## src/rtl/hex_output_port.sv

```systemverilog
// Latches processor output-port writes into NUM_CH channels and shows one of them on
// active-low 7-segment digits, in hex or in unsigned decimal via a sequential shift-add-3 converter.
module hex_output_port #(
  parameter int DATA_W     = 16,
  parameter int NUM_CH     = 4,
  parameter int NUM_DIGITS = 5,
  parameter int CH_W       = (NUM_CH > 1) ? $clog2(NUM_CH) : 1
) (
  input  logic                       CLOCK_50,
  input  logic                       rst_n,
  input  logic                       wr_en,
  input  logic [CH_W-1:0]            wr_ch,
  input  logic [DATA_W-1:0]          wr_data,
  input  logic [CH_W-1:0]            disp_ch,
  input  logic                       dec_mode,
  input  logic                       blank,
  output logic [7*NUM_DIGITS-1:0]    hex_out,
  output logic [NUM_CH*DATA_W-1:0]   ch_data,
  output logic [NUM_CH-1:0]          valid,
  output logic                       busy
);

  localparam int HEX_DIGITS = (DATA_W + 3) / 4;
  localparam int BCD_W      = 4 * NUM_DIGITS;
  localparam int CNT_W      = $clog2(DATA_W + 1);
  localparam logic [6:0] SEG_DASH = 7'b0111111;
  localparam logic [6:0] SEG_DARK = 7'b1111111;

  typedef enum logic [1:0] {S_IDLE, S_LOAD, S_SHIFT, S_DONE} state_t;

  state_t                  state_q, state_d;
  logic [DATA_W-1:0]       ch_q [NUM_CH];
  logic [DATA_W-1:0]       ch_d [NUM_CH];
  logic [NUM_CH-1:0]       valid_q, valid_d;
  logic [DATA_W-1:0]       snap_val_q, snap_val_d;
  logic [CH_W-1:0]         snap_ch_q, snap_ch_d;
  logic                    snap_mode_q, snap_mode_d;
  logic                    snap_valid_q, snap_valid_d;
  logic [DATA_W-1:0]       sreg_q, sreg_d;
  logic [BCD_W-1:0]        bcd_q, bcd_d, bcd_adj;
  logic [CNT_W-1:0]        cnt_q, cnt_d;
  logic [7*NUM_DIGITS-1:0] disp_q, disp_d, digits;
  logic [DATA_W-1:0]       live_val;
  logic                    live_vld;
  logic                    req;
  logic [BCD_W-1:0]        val_pad;
  logic                    seen_nz;

  function automatic logic [6:0] seg7(input logic [3:0] n);
    case (n)
      4'h0: seg7 = 7'b1000000;
      4'h1: seg7 = 7'b1111001;
      4'h2: seg7 = 7'b0100100;
      4'h3: seg7 = 7'b0110000;
      4'h4: seg7 = 7'b0011001;
      4'h5: seg7 = 7'b0010010;
      4'h6: seg7 = 7'b0000010;
      4'h7: seg7 = 7'b1111000;
      4'h8: seg7 = 7'b0000000;
      4'h9: seg7 = 7'b0010000;
      4'hA: seg7 = 7'b0001000;
      4'hB: seg7 = 7'b0000011;
      4'hC: seg7 = 7'b1000110;
      4'hD: seg7 = 7'b0100001;
      4'hE: seg7 = 7'b0000110;
      default: seg7 = 7'b0001110;
    endcase
  endfunction

  function automatic logic [BCD_W-1:0] add3(input logic [BCD_W-1:0] b);
    logic [BCD_W-1:0] r;
    r = b;
    for (int i = 0; i < NUM_DIGITS; i++) begin
      if (b[4*i +: 4] >= 4'd5) r[4*i +: 4] = b[4*i +: 4] + 4'd3;
    end
    return r;
  endfunction

  // Channel write path; out-of-range channel indices match no entry and are dropped.
  always_comb begin
    ch_d    = ch_q;
    valid_d = valid_q;
    for (int i = 0; i < NUM_CH; i++) begin
      if (wr_en && (wr_ch == CH_W'(i))) begin
        ch_d[i]    = wr_data;
        valid_d[i] = 1'b1;
      end
    end
  end

  always_ff @(posedge CLOCK_50) begin
    if (!rst_n) begin
      for (int i = 0; i < NUM_CH; i++) ch_q[i] <= '0;
      valid_q <= '0;
    end else begin
      ch_q    <= ch_d;
      valid_q <= valid_d;
    end
  end

  always_comb begin
    ch_data = '0;
    for (int i = 0; i < NUM_CH; i++) ch_data[i*DATA_W +: DATA_W] = ch_q[i];
  end
  assign valid = valid_q;

  always_comb begin
    live_val = '0;
    live_vld = 1'b0;
    for (int i = 0; i < NUM_CH; i++) begin
      if (disp_ch == CH_W'(i)) begin
        live_val = ch_q[i];
        live_vld = valid_q[i];
      end
    end
  end

  assign req = (live_val != snap_val_q) || (disp_ch != snap_ch_q) ||
               (dec_mode != snap_mode_q) || (live_vld != snap_valid_q);

  always_ff @(posedge CLOCK_50) begin
    if (!rst_n) state_q <= S_IDLE;
    else        state_q <= state_d;
  end

  always_comb begin
    state_d = state_q;
    case (state_q)
      S_IDLE:  if (req) state_d = S_LOAD;
      S_LOAD:  state_d = (snap_mode_q && snap_valid_q) ? S_SHIFT : S_DONE;
      S_SHIFT: if (cnt_q == CNT_W'(DATA_W - 1)) state_d = S_DONE;
      S_DONE:  state_d = S_IDLE;
      default: state_d = S_IDLE;
    endcase
  end

  always_comb begin
    busy = (state_q != S_IDLE);
  end

  // Digit image from the snapshot; decimal blanks zeros above the top nonzero digit.
  always_comb begin
    val_pad                = '0;
    val_pad[DATA_W-1:0]    = snap_val_q;
    seen_nz                = 1'b0;
    digits                 = '0;
    for (int i = NUM_DIGITS - 1; i >= 0; i--) begin
      if (!snap_valid_q) begin
        digits[7*i +: 7] = SEG_DASH;
      end else if (!snap_mode_q) begin
        digits[7*i +: 7] = (i < HEX_DIGITS) ? seg7(val_pad[4*i +: 4]) : SEG_DARK;
      end else begin
        seen_nz          = seen_nz || (bcd_q[4*i +: 4] != 4'd0);
        digits[7*i +: 7] = (seen_nz || i == 0) ? seg7(bcd_q[4*i +: 4]) : SEG_DARK;
      end
    end
  end

  always_comb begin
    snap_val_d   = snap_val_q;
    snap_ch_d    = snap_ch_q;
    snap_mode_d  = snap_mode_q;
    snap_valid_d = snap_valid_q;
    sreg_d       = sreg_q;
    bcd_d        = bcd_q;
    cnt_d        = cnt_q;
    disp_d       = disp_q;
    bcd_adj      = add3(bcd_q);
    case (state_q)
      S_IDLE: begin
        if (req) begin
          snap_val_d   = live_val;
          snap_ch_d    = disp_ch;
          snap_mode_d  = dec_mode;
          snap_valid_d = live_vld;
        end
      end
      S_LOAD: begin
        bcd_d  = '0;
        sreg_d = snap_val_q;
        cnt_d  = '0;
      end
      S_SHIFT: begin
        bcd_d  = {bcd_adj[BCD_W-2:0], sreg_q[DATA_W-1]};
        sreg_d = sreg_q << 1;
        cnt_d  = cnt_q + CNT_W'(1);
      end
      S_DONE: disp_d = digits;
      default: ;
    endcase
  end

  always_ff @(posedge CLOCK_50) begin
    if (!rst_n) begin
      snap_val_q   <= '0;
      snap_ch_q    <= '0;
      snap_mode_q  <= 1'b0;
      snap_valid_q <= 1'b0;
      sreg_q       <= '0;
      bcd_q        <= '0;
      cnt_q        <= '0;
      disp_q       <= {NUM_DIGITS{SEG_DASH}};
    end else begin
      snap_val_q   <= snap_val_d;
      snap_ch_q    <= snap_ch_d;
      snap_mode_q  <= snap_mode_d;
      snap_valid_q <= snap_valid_d;
      sreg_q       <= sreg_d;
      bcd_q        <= bcd_d;
      cnt_q        <= cnt_d;
      disp_q       <= disp_d;
    end
  end

  assign hex_out = blank ? '1 : disp_q;

endmodule

```

## config.mk

```make
export PLATFORM = sky130hd
export DESIGN_NAME = hex_output_port
export DESIGN_NICKNAME = d
export VERILOG_FILES = /design/src/rtl/hex_output_port.sv
export SDC_FILE = /design/constraint.sdc
export NUM_CORES = 1
export LEC_CHECK = 0
export ABC_AREA = 1
export CAP_MARGIN = 5
export CORE_MARGIN = 10
export CORE_UTILIZATION = 43
export DETAILED_ROUTE_END_ITERATION = 8
export PLACE_DENSITY_LB_ADDON = 0.2
export SLEW_MARGIN = 20
export SYNTH_ARGS = -nofsm -noshare
export SYNTH_HDL_FRONTEND = slang
export SYNTH_SLANG_ARGS = --single-unit
```

## constraint.sdc

```tcl
create_clock -name CLOCK_50 -period 4.36 [get_ports CLOCK_50]
set_input_delay 0.654 -clock CLOCK_50 [delete_from_list [all_inputs] [get_ports CLOCK_50]]
set_output_delay 0.654 -clock CLOCK_50 [all_outputs]
set_load 0.005 [all_outputs]
```

* After elaboration in Yosys (flattened, before gate mapping) *
Memory sizes are Yosys's and may differ from the RTL's. A register that Yosys moved wholly into a read port is not among the register bits.
Cells that the tools add are included.

word-level totals
  bits in registers = 166
  memory bits (read-only) = 1,008
  input port bits = 25
  output and inout bits = 104
  logic and storage cells = 134
  memories = 9

operators by class
  $add $sub $neg = 6
  order comparisons = 5
  equal/unequal tests = 16
  multiplexer cells = 59
  reductions and logical operators = 22

memory list
  name             words  bits a word  rd ports  clocked after memory_dff  wr ports  RTL line  source
  (no name shown)  16     7            1         1                         0         50        case (n)
  (no name shown)  16     7            1         1                         0         50
  (no name shown)  16     7            1         1                         0         50
  (no name shown)  16     7            1         1                         0         50
  (no name shown)  16     7            1         1                         0         50
  (no name shown)  16     7            1         1                         0         50
  3 more memories  -      -            -         -                         -         -

operator list
  cell                                                  number
  2-to-1 mux 7 bit                                      14
  2-to-1 mux 4 bit                                      22
  2-to-1 mux 16 bit                                     4
  case mux 20 bit (2 select lines)                      1
  2-to-1 mux 35 bit                                     1
  case mux 16 bit (2 select lines)                      1
  >= comparator 4 x 3 -> 1 bit (second input constant)  5
  adder 4 x 2 -> 4 bit (second input constant)          4
  inequality test 16 bit                                1
  nonzero test 4 bit                                    4
  == test 2 bit (second input constant)                 6
  2-to-1 mux 1 bit                                      11
  case mux 5 bit (2 select lines)                       1
  case mux 2 bit (4 select lines)                       1
  == test 2 x 1 -> 1 bit (second input constant)        3
  logical NOT 2 bit                                     3
  logical OR 1 bit                                      6
  adder 5 x 1 -> 5 bit (second input constant)          1
  == test 5 x 4 -> 1 bit (second input constant)        1
  logical AND 1 bit                                     5
  2-to-1 mux 2 bit                                      2
  inequality test 2 bit (second input constant)         2
  AND reduction 2 bit                                   2
  nonzero test 2 bit                                    2
  other kinds (4)                                       5

* Longest topological paths before layout *
Gate-level depths: netlist of run 1.

  depth after elaboration = 13
  gate-level depth with buffers = 23
  gate-level depth less buffers = 21

* Worst setup path before layout of run 1 *
No wires, ideal clock.

  path type = input -> register
  start point = input disp_ch[0]
  end point = register with a tool-made name
  library setup time = 0.113 ns
  arrival = 2.812 ns
  data required time = 4.247 ns
  slack = 1.436 ns
  stages on the path = 22
  buffers on the path = 3
  cell sequence = buf_6 > nor2_2 > buf_4 > nand2_1 > nand3_2 > nand2_1 > nand2_1 > nand2_1 > nor2_1 > nand2_1 > nor2_2 > nand3_2 > nand2_4 > buf_6 > nand2_1 > nand3_2 > inv_1 > ha_1 > inv_1 > nand4_1 > nand3_1 > nand2_1

RTL lines
  item             RTL line  source
  start, declared  14        input logic [CH_W-1:0] disp_ch,

==> results of run 1 <==
area by class of cell:
class	count	area (um^2)	share of cell area
flip-flops and latches	229	4580	0.318
inverters	226	852	0.0591
clock buffers	36	748	0.0519
repair buffers	146	1440	0.0997
multi-input cells	1173	6220	0.431
clock inverters	9	109	0.00754
well taps	378	473	0.0328
layer usage:
layer / vias to the layer above / GRT usage / share of wire
met5: - / 0 / 0
met2: 256 / 0.315 / 0.46
met4: 0 / 0.0589 / 0.026
met3: 58 / 0.0354 / 0.054
li1: 5691 / - / -
met1: 5073 / 0.240 / 0.46
worst reg2reg max path: cells and delay by family, from the launching register on:
| kind | cells | cell delay, ps |
|---|---|---|
| adders and majority gates | 2 | 660 |
| buffers and inverters | 3 | 860 |
| and+or+nand+nor | 4 | 710 |
| AOI/OAI and AO/OA | 2 | 470 |
| DFF | 1 | 430 |
logic make-up after synthesis:
| group | synth area share |
|---|---|
| AND/OR/NAND/NOR | 0.283 |
| AO/OA/AOI/OAI | 0.154 |
| buffers and inverters | 0.0972 |
| flip-flops | 0.383 |
| adder cells (fa/ha/maj) | 0.0773 |
| XOR/XNOR | 0.00585 |
worst paths after layout:
kind | from | end | slack (ps) | cells after the start
min | register | disp_q[30]$_SDFFE_PN1N_ | 440 | 2
max reg2reg | state_q[0]$_SDFFE_PN0P_ | register | 1100 | 11
max | disp_ch[0] | register | 680 | 20
min reg2reg | register | disp_q[30]$_SDFFE_PN1N_ | 440 | 2
power groups by stage:
stage	clock (mW)	combinational, mW	sequential, mW
2_1_floorplan	0	1.76	2.56
3_3_place_gp	0	2.43	2.62
3_5_place_dp	0	2.45	2.62
4_1_cts	2.24	2.46	2.57
5_1_grt	2.33	2.78	2.60
6_report	2.20	2.46	2.57
placed cells by master, fill, tap and decap left out, drive strengths merged, types with 2 or more instances in the layout:
cell type	Yosys	routed
inv	221	221
o31ai	3	3
nand2	417	417
clkinv	5	11
a31oi	7	7
a22oi	2	2
or2	35	35
clkdlybuf4s50	0	127
nand4	23	23
nor2	137	137
ha	74	74
buf	19	19
clkbuf	49	36
o21ai	177	177
o221ai	4	4
nand3	128	128
a21oi	105	105
nand3b	3	3
xnor2	4	4
o22ai	21	21
bufinv	0	2
o21a	2	2
dfxtp	229	229
o211ai	8	8
nor3	6	6
xor2	4	4
a32oi	7	7
==> metrics.txt, run 1 <==
clk buf depth 3; element type at the critical path start input pin; row count 61; GP Congestion 0.877; Tmin final 3680 ps; most used cell along the critical path nand2_1; element type at the critical path end register; final setup margin 676 ps; post-synthesis sequential area ratio 0.383; cts repair resizes 0; nets 1901; number of max-cap violations 0; Placed Area 13600 um^2; Setup Fix Bufs, Post-CTS 0; H-tree levels 1; top cell type's share of synthesized area 0.383; share of cells above drive strength 1 0.0797; antenna violations before repair 0; ant diodes 0; post-synth top area cell dfxtp_1; total die area 34900 um^2; DR WL/cell 15.5 um; Design Power 7.23 mW; VDD IR-drop max 0.259 mV; run status completed; Clock Latency Late Sink 540 ps; Top Ports 129; Mapped Area 12000 um^2; Layout Cells excl Fill 2197; Comb pwr share 0.341; via/cell ratio 5.04; first-pass GRT wire length 55.4 mm; synth top area cells dfxtp_1, nand2_1, ha_1; Async SR Flop Fraction 0; CTS sink cnt 229; number of remaining DRC errors 0; Finished Cell Area 14400 um^2; CTS tree yes; Rel. slew slack 0.403; most common cell in the netlist nand2_1; WHS 443 ps; synth cell count leaders nand2_1, dfxtp_1, inv_1, o21ai_0, nor2_1; Pleak 6.28 nW; Worst path max stage delay 670 ps; Die Wd 187 um; Core Area 27600 um^2; hold_buf cts 0; number of synthesized flops with an enable pin 0; Switch Pwr 2.70 mW; RSZ-0062 raised after global routing no; vias in the first global route 10600; Slew @ Worst Pin 893 ps; Fin. Hold Viols 0; 1st-pass router iterations 5; Starting Density 0.433; Starting DRT DRC Count 835; Cell Int Power 4.53 mW; Remaining Overflow, GRT 0; Mapped Cells 1696; post-synth cell types 47; P&R area growth vs syn 20.5%; Synth Warn # 0; HP Class register to register; buffers added on ports 128; hpwl dp 24.7 mm; critical path, cell by cell clkdlybuf4s50_1, nor2_2, nand2_1, nand3_1, nand2_1, nand2_1, nand2_1, nor2_1, nand2_1, nor2_2, nand3_2, buf_4, nand3_1, nand3_2, inv_1, ha_1, inv_1, nand4_1, nand3_1, nand2_1; CP required 4780 ps; Sw Share 0.374; Buf/Inv on CP 4; # fillers 2770; slowest CP cell clkdlybuf4s50_1; chip height 187 um; sequential group share of total power 0.356; post-route clock period utilization 0.845; Final Routed Wirelength 34.0 mm; antenna-violating nets left 0; Critical Path AT 4110 ps; syn avg cell area 7.06 um^2; final core utilization 0.522; pre-CTS WS 236 ps; CTS buffer count 26; Clock power frac 0.304; Top delay family on crit path simple AND/OR/NAND/NOR gates; Crit Path Class input pin to register; Fin Setup TNS 0 ps; Setup Skew 17.0 ps; Final setup viols 0; ys flop type dfxtp_1; Root Driver clkbuf_16; #FFs+latches synth 229; syn_nets 1795; routed vias 11100; clock slew at reported path FFs 70 ps; critical-path maximum fanout 12; fin. max-slew vios 0; Pwr per Cell Area 501 nW/um^2; dpl cells 2152; total track usage 0.188; largest net degree at the start of global routing 118; Fmax 271 MHz
(Power assumes the default switching activity.)
==> run 2, diff against run 1 <==
==> constraint.sdc (replaced) <==
create_clock -name CLOCK_50 -period 3 [get_ports CLOCK_50]
set_input_delay 0.45 -clock CLOCK_50 [delete_from_list [all_inputs] [get_ports CLOCK_50]]
set_output_delay 0.45 -clock CLOCK_50 [all_outputs]
set_load 0.005 [all_outputs]
==> metrics.txt, run 2 (synthesis results as in run 1) <==
run status completed; Pwr per Cell Area 742 nW/um^2; Top Ports 129; Worst R2R Path Depth 11; vias in the first global route 10900; pre-CTS WS -570 ps; GP Congestion 0.894; flop-to-flop setup slack 290 ps; P&R area growth vs syn 26.8%; RSZ-0062 raised after global routing no; critical-path maximum fanout 11; buffers added on ports 128; Top delay family on crit path buffers and inverters; commonest non-fill, non-tap cell in the layout nand2_1; Buf/Inv on CP 3; routed vias 11600; number of remaining DRC errors 0; FF/Latch Area 4580 um^2; Worst path max stage delay 570 ps; DR WL/cell 15.4 um; Fin Setup TNS 0 ps; Final Routed Wirelength 35.3 mm; Root Driver clkbuf_16; CTS buffer count 27; reg2reg start state_q[0]$_SDFFE_PN0P_; Core Area 27600 um^2; Worst path depth 4; Worst Hold Depth 2; Clock Latency Late Sink 540 ps; CTS tree yes; ant diodes 0; row count 61; Final setup viols 0; chip height 187 um; most used cell along the critical path inv_1; total track usage 0.194; clk buf depth 3; Remaining Overflow, GRT 0; antenna violations before repair 0; antenna-violating nets left 0; Fmax 359 MHz; element type at the critical path start register; number of max-cap violations 0; post-route clock period utilization 0.928; H-tree levels 1; Pleak 6.75 nW; Tmin final 2780 ps; fin. max-slew vios 0; final setup margin 215 ps; Starting Density 0.433; WHS Endpoint disp_q[31]$_SDFFE_PN1N_; total die area 34900 um^2; Starting DRT DRC Count 990; Setup Skew 21.4 ps; Crit Path Class register to output port; share of cells above drive strength 1 0.125; via/cell ratio 5.06; Fin. Hold Viols 0; hpwl dp 26.5 mm; largest net degree at the start of global routing 75; slowest CP cell ha_1; Rel. slew slack 0.462; final core utilization 0.549; CP required 2550 ps; element type at the critical path end output port; HP Start rst_n; VDD IR-drop max 0.439 mV; clock slew at reported path FFs 60 ps; Slew @ Worst Pin 806 ps; first-pass GRT wire length 57.3 mm; Design Power 11.3 mW; commonest non-fill, non-tap cells in the layout nand2_1, dfxtp_1, inv_1; CTS sink cnt 229; WHS 268 ps; nets 1989; Critical Path AT 2330 ps; # fillers 2643; multi-input gate area in the final layout 6260 um^2; 1st-pass router iterations 5; critical path, cell by cell inv_1, ha_1, inv_1, clkdlybuf4s50_1; HP Class input pin to register; Die Wd 187 um
==> run 2: final cells by class <==
type                    instances  area share
clock buffers                  37      0.0509
inverters                     226      0.0561
clock inverters                10     0.00849
multi-input cells            1174       0.412
repair buffers                232       0.139
well taps                     378      0.0312
flip-flops and latches        229       0.302
==> run 2: worst max path at each step <==
stage	endpoint	from	slack (ps)
after floorplan	register	disp_ch[0]	280
after global placement	register	disp_ch[0]	-470
after detailed placement	register	disp_ch[0]	-570
after CTS	register	state_q[0]$_SDFFE_PN0P_	50
after global routing	register	bcd_q[0]$_SDFFE_PN0N_	10
final	busy	state_q[0]$_SDFFE_PN0P_	220
==> run 2: power breakdown <==
group	internal [mW]	leakage (nW)	switching, mW
registers	3.50	1.87	0.256
logic	1.62	4.43	2.56
clock network	2.04	0.451	1.28
total	7.16	6.75	4.10
==> run 2: worst register-to-register path: stages (launching register included) <==
cell and delay [ps]:
dfxtp_1 420, inv_1 120, ha_1 340, nand2_2 170, o32ai_2 400, inv_1 100
nor2_1 270, inv_1 160, ha_1 330, nor2_1 50, nor3_1 160, a31oi_1 50
==> run 2: timing repair <==
item | in CTS | in global routing
cloned | 0 | 2
hold buffers | 0 | 0
pin swaps | 0 | 3
resized for setup | 1 | 11
setup buffers | 0 | 4
endpoints found under the setup margin | 2 | 40
==> run 2: stage by stage <==
stage | std cells | cell area [um^2]
floorplan | 1696 | 12000
global placement | 2233 | 14200
detailed placement | 2233 | 14200
CTS | 2280 | 15100
global route | 2286 | 15200
finish | 2286 | 15200
==> run 2: per-layer routing <==
| metal | vias up | wire, um | track usage |
|---|---|---|---|
| met5 | - | 0 | 0 |
| met4 | 0 | 651 | 0.0447 |
| met3 | 49 | 2150 | 0.0347 |
| met2 | 311 | 16500 | 0.329 |
| met1 | 5329 | 15900 | 0.251 |
| li1 | 5876 | - | - |
